===== src/rtl/game_pkg.sv =====
// Shared game definitions: blink FSM state encoding, default blink timing
// constants and timer sizing helper used by the LED / buzzer output blocks.
package game_pkg;

  typedef enum logic [1:0] {
    ST_IDLE = 2'd0,
    ST_ON   = 2'd1,
    ST_GAP  = 2'd2
  } blink_state_e;

  localparam int DEFAULT_ON_CYCLES  = 4;
  localparam int DEFAULT_OFF_CYCLES = 2;
  localparam int DEFAULT_QUEUE_MAX  = 3;

  // Width of a timer that counts 0..max(on,off)-1, never narrower than 1 bit.
  function automatic int timer_width(input int on_cycles, input int off_cycles);
    int longest;
    longest = (on_cycles > off_cycles) ? on_cycles : off_cycles;
    return (longest <= 2) ? 1 : $clog2(longest);
  endfunction

endpackage


===== src/rtl/sat_counter.sv =====
// Up/down counter saturating at 0 and MAX. Simultaneous inc and dec cancel.
module sat_counter #(
  parameter int MAX = 3,
  parameter int W   = $clog2(MAX + 1)
) (
  input  logic         clk,
  input  logic         rst_n,
  input  logic         clr,
  input  logic         inc,
  input  logic         dec,
  output logic [W-1:0] count,
  output logic         full,
  output logic         empty
);

  localparam logic [W-1:0] MAX_V = W'(MAX);

  logic [W-1:0] count_q;
  logic [W-1:0] count_d;

  assign count = count_q;
  assign full  = (count_q == MAX_V);
  assign empty = (count_q == '0);

  // Next count: clear wins, then a lone inc or lone dec within the limits.
  always_comb begin
    // NOTE: assign a default first so every path drives count_d and no latch is inferred.
    count_d = count_q;
    if (clr) begin
      count_d = '0;
    end else if (inc && !dec && !full) begin
      count_d = count_q + W'(1);
    end else if (dec && !inc && !empty) begin
      count_d = count_q - W'(1);
    end
  end

  // Count register.
  always_ff @(posedge clk or negedge rst_n) begin
    // NOTE: state registers use non-blocking (<=) so all flops update from pre-edge values.
    if (!rst_n) begin
      count_q <= '0;
    end else begin
      count_q <= count_d;
    end
  end

endmodule


===== src/rtl/event_pulse_stretcher.sv =====
// Turns one-cycle event strobes into LED blinks of ON_CYCLES high followed
// by at least OFF_CYCLES low. Events arriving mid-blink are queued (up to
// QUEUE_MAX) so bursts give distinct blinks; extra events raise overflow.
module event_pulse_stretcher
  import game_pkg::*;
#(
  parameter int ON_CYCLES  = DEFAULT_ON_CYCLES,
  parameter int OFF_CYCLES = DEFAULT_OFF_CYCLES,
  parameter int QUEUE_MAX  = DEFAULT_QUEUE_MAX,
  localparam int PW        = $clog2(QUEUE_MAX + 1)
) (
  input  logic          clk,
  input  logic          rst_n,
  input  logic          pulse_in,
  input  logic          clear,
  output logic          led,
  output logic          busy,
  output logic [PW-1:0] pending,
  output logic          overflow
);

  localparam int TW = timer_width(ON_CYCLES, OFF_CYCLES);
  localparam logic [TW-1:0] ON_LAST  = TW'(ON_CYCLES - 1);
  localparam logic [TW-1:0] OFF_LAST = TW'(OFF_CYCLES - 1);

  blink_state_e  state_q, state_d;
  logic [TW-1:0] timer_q, timer_d;
  logic          led_q;
  logic          overflow_q, overflow_d;

  logic          q_inc, q_dec, q_clr;
  logic          q_full, q_empty;

  // Pending-blink queue depth.
  sat_counter #(
    .MAX (QUEUE_MAX),
    .W   (PW)
  ) u_pending (
    .clk   (clk),
    .rst_n (rst_n),
    .clr   (q_clr),
    .inc   (q_inc),
    .dec   (q_dec),
    .count (pending),
    .full  (q_full),
    .empty (q_empty)
  );

  assign led      = led_q;
  assign overflow = overflow_q;
  assign busy     = (state_q != ST_IDLE) || !q_empty;

  // Next-state, timer and queue control for the blink sequencer.
  always_comb begin
    state_d    = state_q;
    timer_d    = timer_q;
    overflow_d = 1'b0;
    q_inc      = 1'b0;
    q_dec      = 1'b0;
    q_clr      = 1'b0;

    if (clear) begin
      state_d = ST_IDLE;
      timer_d = '0;
      q_clr   = 1'b1;
    end else begin
      case (state_q)
        ST_IDLE: begin
          if (pulse_in) begin
            state_d = ST_ON;
            timer_d = '0;
          end
        end

        ST_ON: begin
          if (timer_q == ON_LAST) begin
            state_d = ST_GAP;
            timer_d = '0;
          end else begin
            timer_d = timer_q + TW'(1);
          end
          if (pulse_in) begin
            if (q_full) overflow_d = 1'b1;
            else        q_inc      = 1'b1;
          end
        end

        ST_GAP: begin
          if (timer_q == OFF_LAST) begin
            if (!q_empty) begin
              // Dequeue; a coincident event takes the freed slot.
              state_d = ST_ON;
              timer_d = '0;
              q_dec   = 1'b1;
              q_inc   = pulse_in;
            end else if (pulse_in) begin
              // Start straight away rather than passing through IDLE.
              state_d = ST_ON;
              timer_d = '0;
            end else begin
              state_d = ST_IDLE;
              timer_d = '0;
            end
          end else begin
            timer_d = timer_q + TW'(1);
            if (pulse_in) begin
              if (q_full) overflow_d = 1'b1;
              else        q_inc      = 1'b1;
            end
          end
        end

        default: begin
          state_d = ST_IDLE;
          timer_d = '0;
        end
      endcase
    end
  end

  // State, timer and registered outputs.
  always_ff @(posedge clk or negedge rst_n) begin
    if (!rst_n) begin
      state_q    <= ST_IDLE;
      timer_q    <= '0;
      led_q      <= 1'b0;
      overflow_q <= 1'b0;
    end else begin
      state_q    <= state_d;
      timer_q    <= timer_d;
      led_q      <= (state_d == ST_ON);
      overflow_q <= overflow_d;
    end
  end

endmodule

===== config.mk =====
export PLATFORM = sky130hd
export DESIGN_NAME = event_pulse_stretcher
export DESIGN_NICKNAME = d
export VERILOG_FILES = /design/src/rtl/game_pkg.sv /design/src/rtl/sat_counter.sv /design/src/rtl/event_pulse_stretcher.sv
export SDC_FILE = /design/constraint.sdc
export NUM_CORES = 1
export LEC_CHECK = 0
export ABC_AREA = 1
export CAP_MARGIN = 20
export CORE_AREA = 2 2 39 41
export CTS_CLUSTER_DIAMETER = 30
export DETAILED_ROUTE_END_ITERATION = 10
export DIE_AREA = 0 0 41 43
export MAX_ROUTING_LAYER = met4
export PLACE_DENSITY = 0.68
export SYNTH_ARGS = -nofsm -noshare
export SYNTH_HDL_FRONTEND = slang
export SYNTH_SLANG_ARGS = --single-unit
export TNS_END_PERCENT = 1

===== constraint.sdc =====
create_clock -name clk -period 1.85 [get_ports clk]
set_input_delay 0.185 -clock clk [delete_from_list [all_inputs] [get_ports clk]]
set_output_delay 0.185 -clock clk [all_outputs]
set_load 0.01 [all_outputs]

; ---- Yosys cells after proc, flatten, opt, wreduce, memory -nomap -nowiden
; Cells that the tools add are included.
[word_totals]
word_cells = 59
latch_bits = 0
in_bits = 4
mem_bits_rw = 0
mem_count = 0
reg_bits = 8
output_inout_bits = 5
romBits = 0
[op_classes]
reduce_logical = 13
n_shift = 0
n_addsub = 3
mux = 31
div_mod_pow = 0
order_cmp = 0
n_mul = 0
n_eq_ne = 7
bitwise = 0
[op_table]
columns = cell, count
row1 = $mux W2, 11
row2 = $mux W1, 16
row3 = $pmux W2 S3, 2
row4 = $eq A2 B1 Y1 const B, 3
row5 = $eq A2 B2 Y1 const B, 3
row6 = $add A2 B1 Y2 const B, 2
row7 = $logic_and A1 B1 Y1, 4
row8 = $logic_not A1 Y1, 4
row9 = $logic_not A2 Y1, 2
row10 = $pmux W1 S2, 2
row11 = $ne A3 B3 Y1 const B, 1
row12 = $reduce_bool A3 Y1, 1
row13 = $reduce_bool A2 Y1, 1
row14 = $sub A2 B1 Y2 const B, 1
row15 = $logic_or A1 B1 Y1, 1

; ---- Logic depth before layout (Yosys ltp)
[logic_depth]
depth_word = 12
depth_mapped = 12
depth_no_buf = 12

; ---- Modules after synthesis
; Synthesis repeated with hierarchy kept, for this count alone.
[unflattened]
cells_unflattened = 91
hier_area_um2 = 619.3
[modules_own_cells]
columns = module, seq_area_each_um2, instances, cells_per_inst, area_per_inst_um2
row1 = event_pulse_stretcher, 150.1, 1, 66, 459.2
row2 = sat_counter, 50.0, 1, 25, 160.2

; ---- Worst setup path after synthesis
; Ideal clock, no wire load.
[synth_path]
path_type = reg2reg
from = register state_q[0]
to = register u_pending.count_q[0], in the netlist u_pending.count[0]
setup_slack_ns = 0.548
path_stages_with_launch = 12
n_path_buf = 0
arrival_time_ns = 1.174
required_time_ns = 1.723
path_cell_list = dfrtp_1 -> inv_1 -> ha_1 -> nand2_1 -> inv_1 -> nand2_2 -> nand2_2 -> nand3_2 -> nand2_2 -> inv_2 -> nand2_1 -> o21ai_1
[synth_via]
elab_chain_len = 8
elab_cells_between_ends = 15
cone_classes = 2 x eq/ne / 6 x mux / 7 x reduce/logical
[synth_rtl]
columns = item, line_no
row1 = "start, declared", event_pulse_stretcher.sv:26  ; blink_state_e state_q, state_d;
row2 = "start signal, assigned", event_pulse_stretcher.sv:129  ; state_q <= state_d;
row3 = $eq A2 B2 Y1, event_pulse_stretcher.sv:67  ; case (state_q)
row4 = $mux W1, event_pulse_stretcher.sv:67
row5 = $mux W1, event_pulse_stretcher.sv:62  ; if (clear) begin
row6 = $logic_not A1 Y1, sat_counter.sv:31  ; end else if (inc && !dec && !full) begin
row7 = $logic_and A1 B1 Y1 (2 in series), sat_counter.sv:31
row8 = $mux W2, sat_counter.sv:31
row9 = $mux W2, sat_counter.sv:29  ; if (clr) begin
row10 = "end signal, assigned", sat_counter.sv:44  ; count_q <= count_d;
row11 = "end, declared", sat_counter.sv:18  ; logic [W-1:0] count_q;
; Parallel ways exist; a longest one is shown, timed or not.
; A chain may end at the register's enable or synchronous reset.

; ---- Worst setup path in the final report
[layout_path]
from = register state_q[0]
to = output busy
[layout_via]
elab_chain_len = 2
[layout_rtl]
columns = item, line_no
row1 = $reduce_bool A2 Y1, event_pulse_stretcher.sv:51  ; assign busy = (state_q != ST_IDLE) || !q_empty;
row2 = $logic_or A1 B1 Y1, event_pulse_stretcher.sv:51
row3 = "end, declared", event_pulse_stretcher.sv:17  ; output logic busy,
; Every way passes these cells.

==> impl_results.md <==
* Status: complete, no violations
* Vias per cell at roughly 4.6
* Die X at 41 um
* Synthesized area at 563.0 um2
* GP Congestion at around 0.72
* Clk_skew at about 0.60 ps
* Pin count of the biggest net entering global routing at 9
* Tcrit/Tclk final at 0.9293
* Peak supply drop at roughly 0.4 mV
* Max Fclk at ~580 MHz
* Port Buffers at 8
* DR pass1 iterations at 3
* Largest fanout on the critical path at 4
* Resize count post-CTS at 0
* Final nets at 101
* Core area at 1384 um2
* Root Buffer: clkbuf_4
* Unrepaired setup endpoints after global routing: no
* WP data arrival at 1530 ps
* ANT cells at 0
* Tot GR Track Use at 0.1411
* Post-route cell area at about 690 um2
* Max Slew Vio Count at 0
* FF-to-FF path depth at 8
* Number of global-route vias before repair at between 400 and 500
* Via Count at slightly below 500
* R2r startpoint: state_q[1]
* Crit-path cells: inv_1 > ha_1 > nand2_1 > clkdlybuf4s50_1
* Hold buffers post-CTS at 0
* Drt wl/cell at slightly above 9 um
* WP data required at between 1500 and 2000 ps
* Critical path class: register to output port
* Num CTS Buffers at 3
* Setup Fix Bufs, Post-CTS at 0
* Slew HR at 0.7844
* Hold crit path type: primary input to asynchronous set/reset pin
* Depth of the CTS H-tree at 1
* Post-route ant nets at 0
* Reg clk slew, reported paths at approximately 50 ps
* Yosys Warn Count at 0
* Max-cap violations at 0
* Synth Register Bits at 8
* DP Area at about 660 um2
* GRT Residual Overflow at 0
* Crit path launch type: register
* Fillers at approximately 140
* Tmin final at approximately 1700 ps
* Routed wire length at ~960 um
* Post-Synthesis Cells at 77
* HPWL after detailed placement at 841.3 um
* Power per cell area at 630.6 nW/um2
* Setup violations, final at 0
* Sequential area share after synthesis at 0.3556
* Drt drc at 0
* Initial core utilization at 0.4069
* Worst-margin pin slew at ~320 ps
* Antenna violations before repair at 0
* Hold slack at 207.0 ps
* Share of cells above drive strength 1 at 0.1364
* Die area at roughly 1800 um2
* Setup tns final at 0 ps
* Clock Latency Late Sink at approximately 240 ps
* Synth Area per Inst at 7.312 um2
* Num rows at 14
* Cell variety after synth at 16
* FF-to-FF End: led
* Crit. End Element: output port
* CP max stage delay at 520 ps
* Clock buffer depth at 2
* Hold Vio Cnt, Final at 0
* First-pass GRT wire length at between 1.5 and 2 mm
* Static Leak at 0.0003568 uW
* Crit-path slowest cell: clkdlybuf4s50_1
* Area growth syn-to-layout at 21.78%
* Initial DRC Count at 3
* Die Height at between 40 and 50 um
* CTS tree: done
* Syn Nets at 88
* Clock sinks at 8
* Reg2Reg Setup Slack at 420 ps
* # IOs at 9
## routing by layer
| metal | share of wire | GRT usage | vias to the layer above |
|---|---|---|---|
| met3 | 0.017 | 0.03141 | 0 |
| met1 | 0.50 | 0.1824 | 216 |
| met4 | 0 | 0.08000 | 0 |
| met2 | 0.48 | 0.1969 | 3 |
| met5 | 0 | - | - |
| li1 | - | - | 263 |
## worst max-delay path by stage
stage,from,end,slack [ps]
6_report,state_q[0],busy,130
4_1_cts,state_q[0],busy,120
3_5_place_dp,clear,u_pending.count[0],360
3_3_place_gp,clear,u_pending.count[0],360
5_1_grt,state_q[0],busy,50
2_1_floorplan,state_q[0],u_pending.count[0],550
## sequential cells by signal, indices dropped and copies added (netlist names)
register	cells
led	1
u_pending.count	2
state_q	2
overflow	1
timer_q	2
## synth_stat cells (all sizes together)
cell type,instances,area (um2)
nand2,25,101.4
nor3b,1,7.510
nand4,1,6.260
a21oi,1,5.000
nor3,1,5.000
inv,14,52.55
nand3,7,40.04
nor2,4,17.52
ha,7,87.58
dfrtp,8,200.2
o21ai,8,40.03
## worst max-delay path, delay by kind of cell, from the launching register on
family,cells,cell delay (ps)
adder cells (fa/ha/maj),1,230
buffers and inverters,2,600
flip-flops,1,390
AND/OR/NAND/NOR,1,70
## cells by family after synthesis
logic type | Yosys count | share of synthesized area
adders and majority gates | 7 | 0.1555
AOI/OAI and AO/OA | 9 | 0.07998
buffers and inverters | 14 | 0.09333
and+or+nand+nor | 39 | 0.3156
DFF | 8 | 0.3556
## through the flow
step / utilization / cells / power (uW) / worst slack [ps]
finish: 0.4955 / 104 / 432.4 / 130.8
global route: 0.4955 / 104 / 465.7 / 45.45
CTS: 0.4955 / 104 / 442.8 / 117.4
detailed placement: 0.4792 / 101 / 316.1 / 360.7
global placement: 0.4792 / 101 / 315.3 / 361.9
floorplan: - / 77 / 264.9 / 548.5
## power by group
part	leakage, uW	switching [uW]	internal [uW]
Sequential	0.000107	12.4	187
Clock	0.0000138	46.8	73.4
Combinational	0.000236	60.7	52.4
## area by class of cell
cell class / count / area [um2] / share of cell area
clock buffers: 3 / 22.52 / 0.03285
inverters: 14 / 52.55 / 0.07664
multi-input cells: 55 / 310.3 / 0.4526
flip-flops and latches: 8 / 200.2 / 0.2920
well taps: 16 / 20.02 / 0.02920
repair buffers: 8 / 80.08 / 0.1168
## cell usage in the layout (no fill, tap or decap)
master / n
a21oi_1: 1
clkdlybuf4s50_1: 8
nand2_2: 3
inv_2: 4
o21ai_1: 1
nor3b_1: 1
dfrtp_1: 8
nand4_1: 1
nor3_1: 1
ha_1: 7
nor2_1: 3
nand2_1: 22
nand3_1: 6
nor2_2: 1
inv_1: 10
clkbuf_4: 3
o21ai_0: 7
nand3_2: 1
Note: power is estimated with default switching activity, not from simulation.
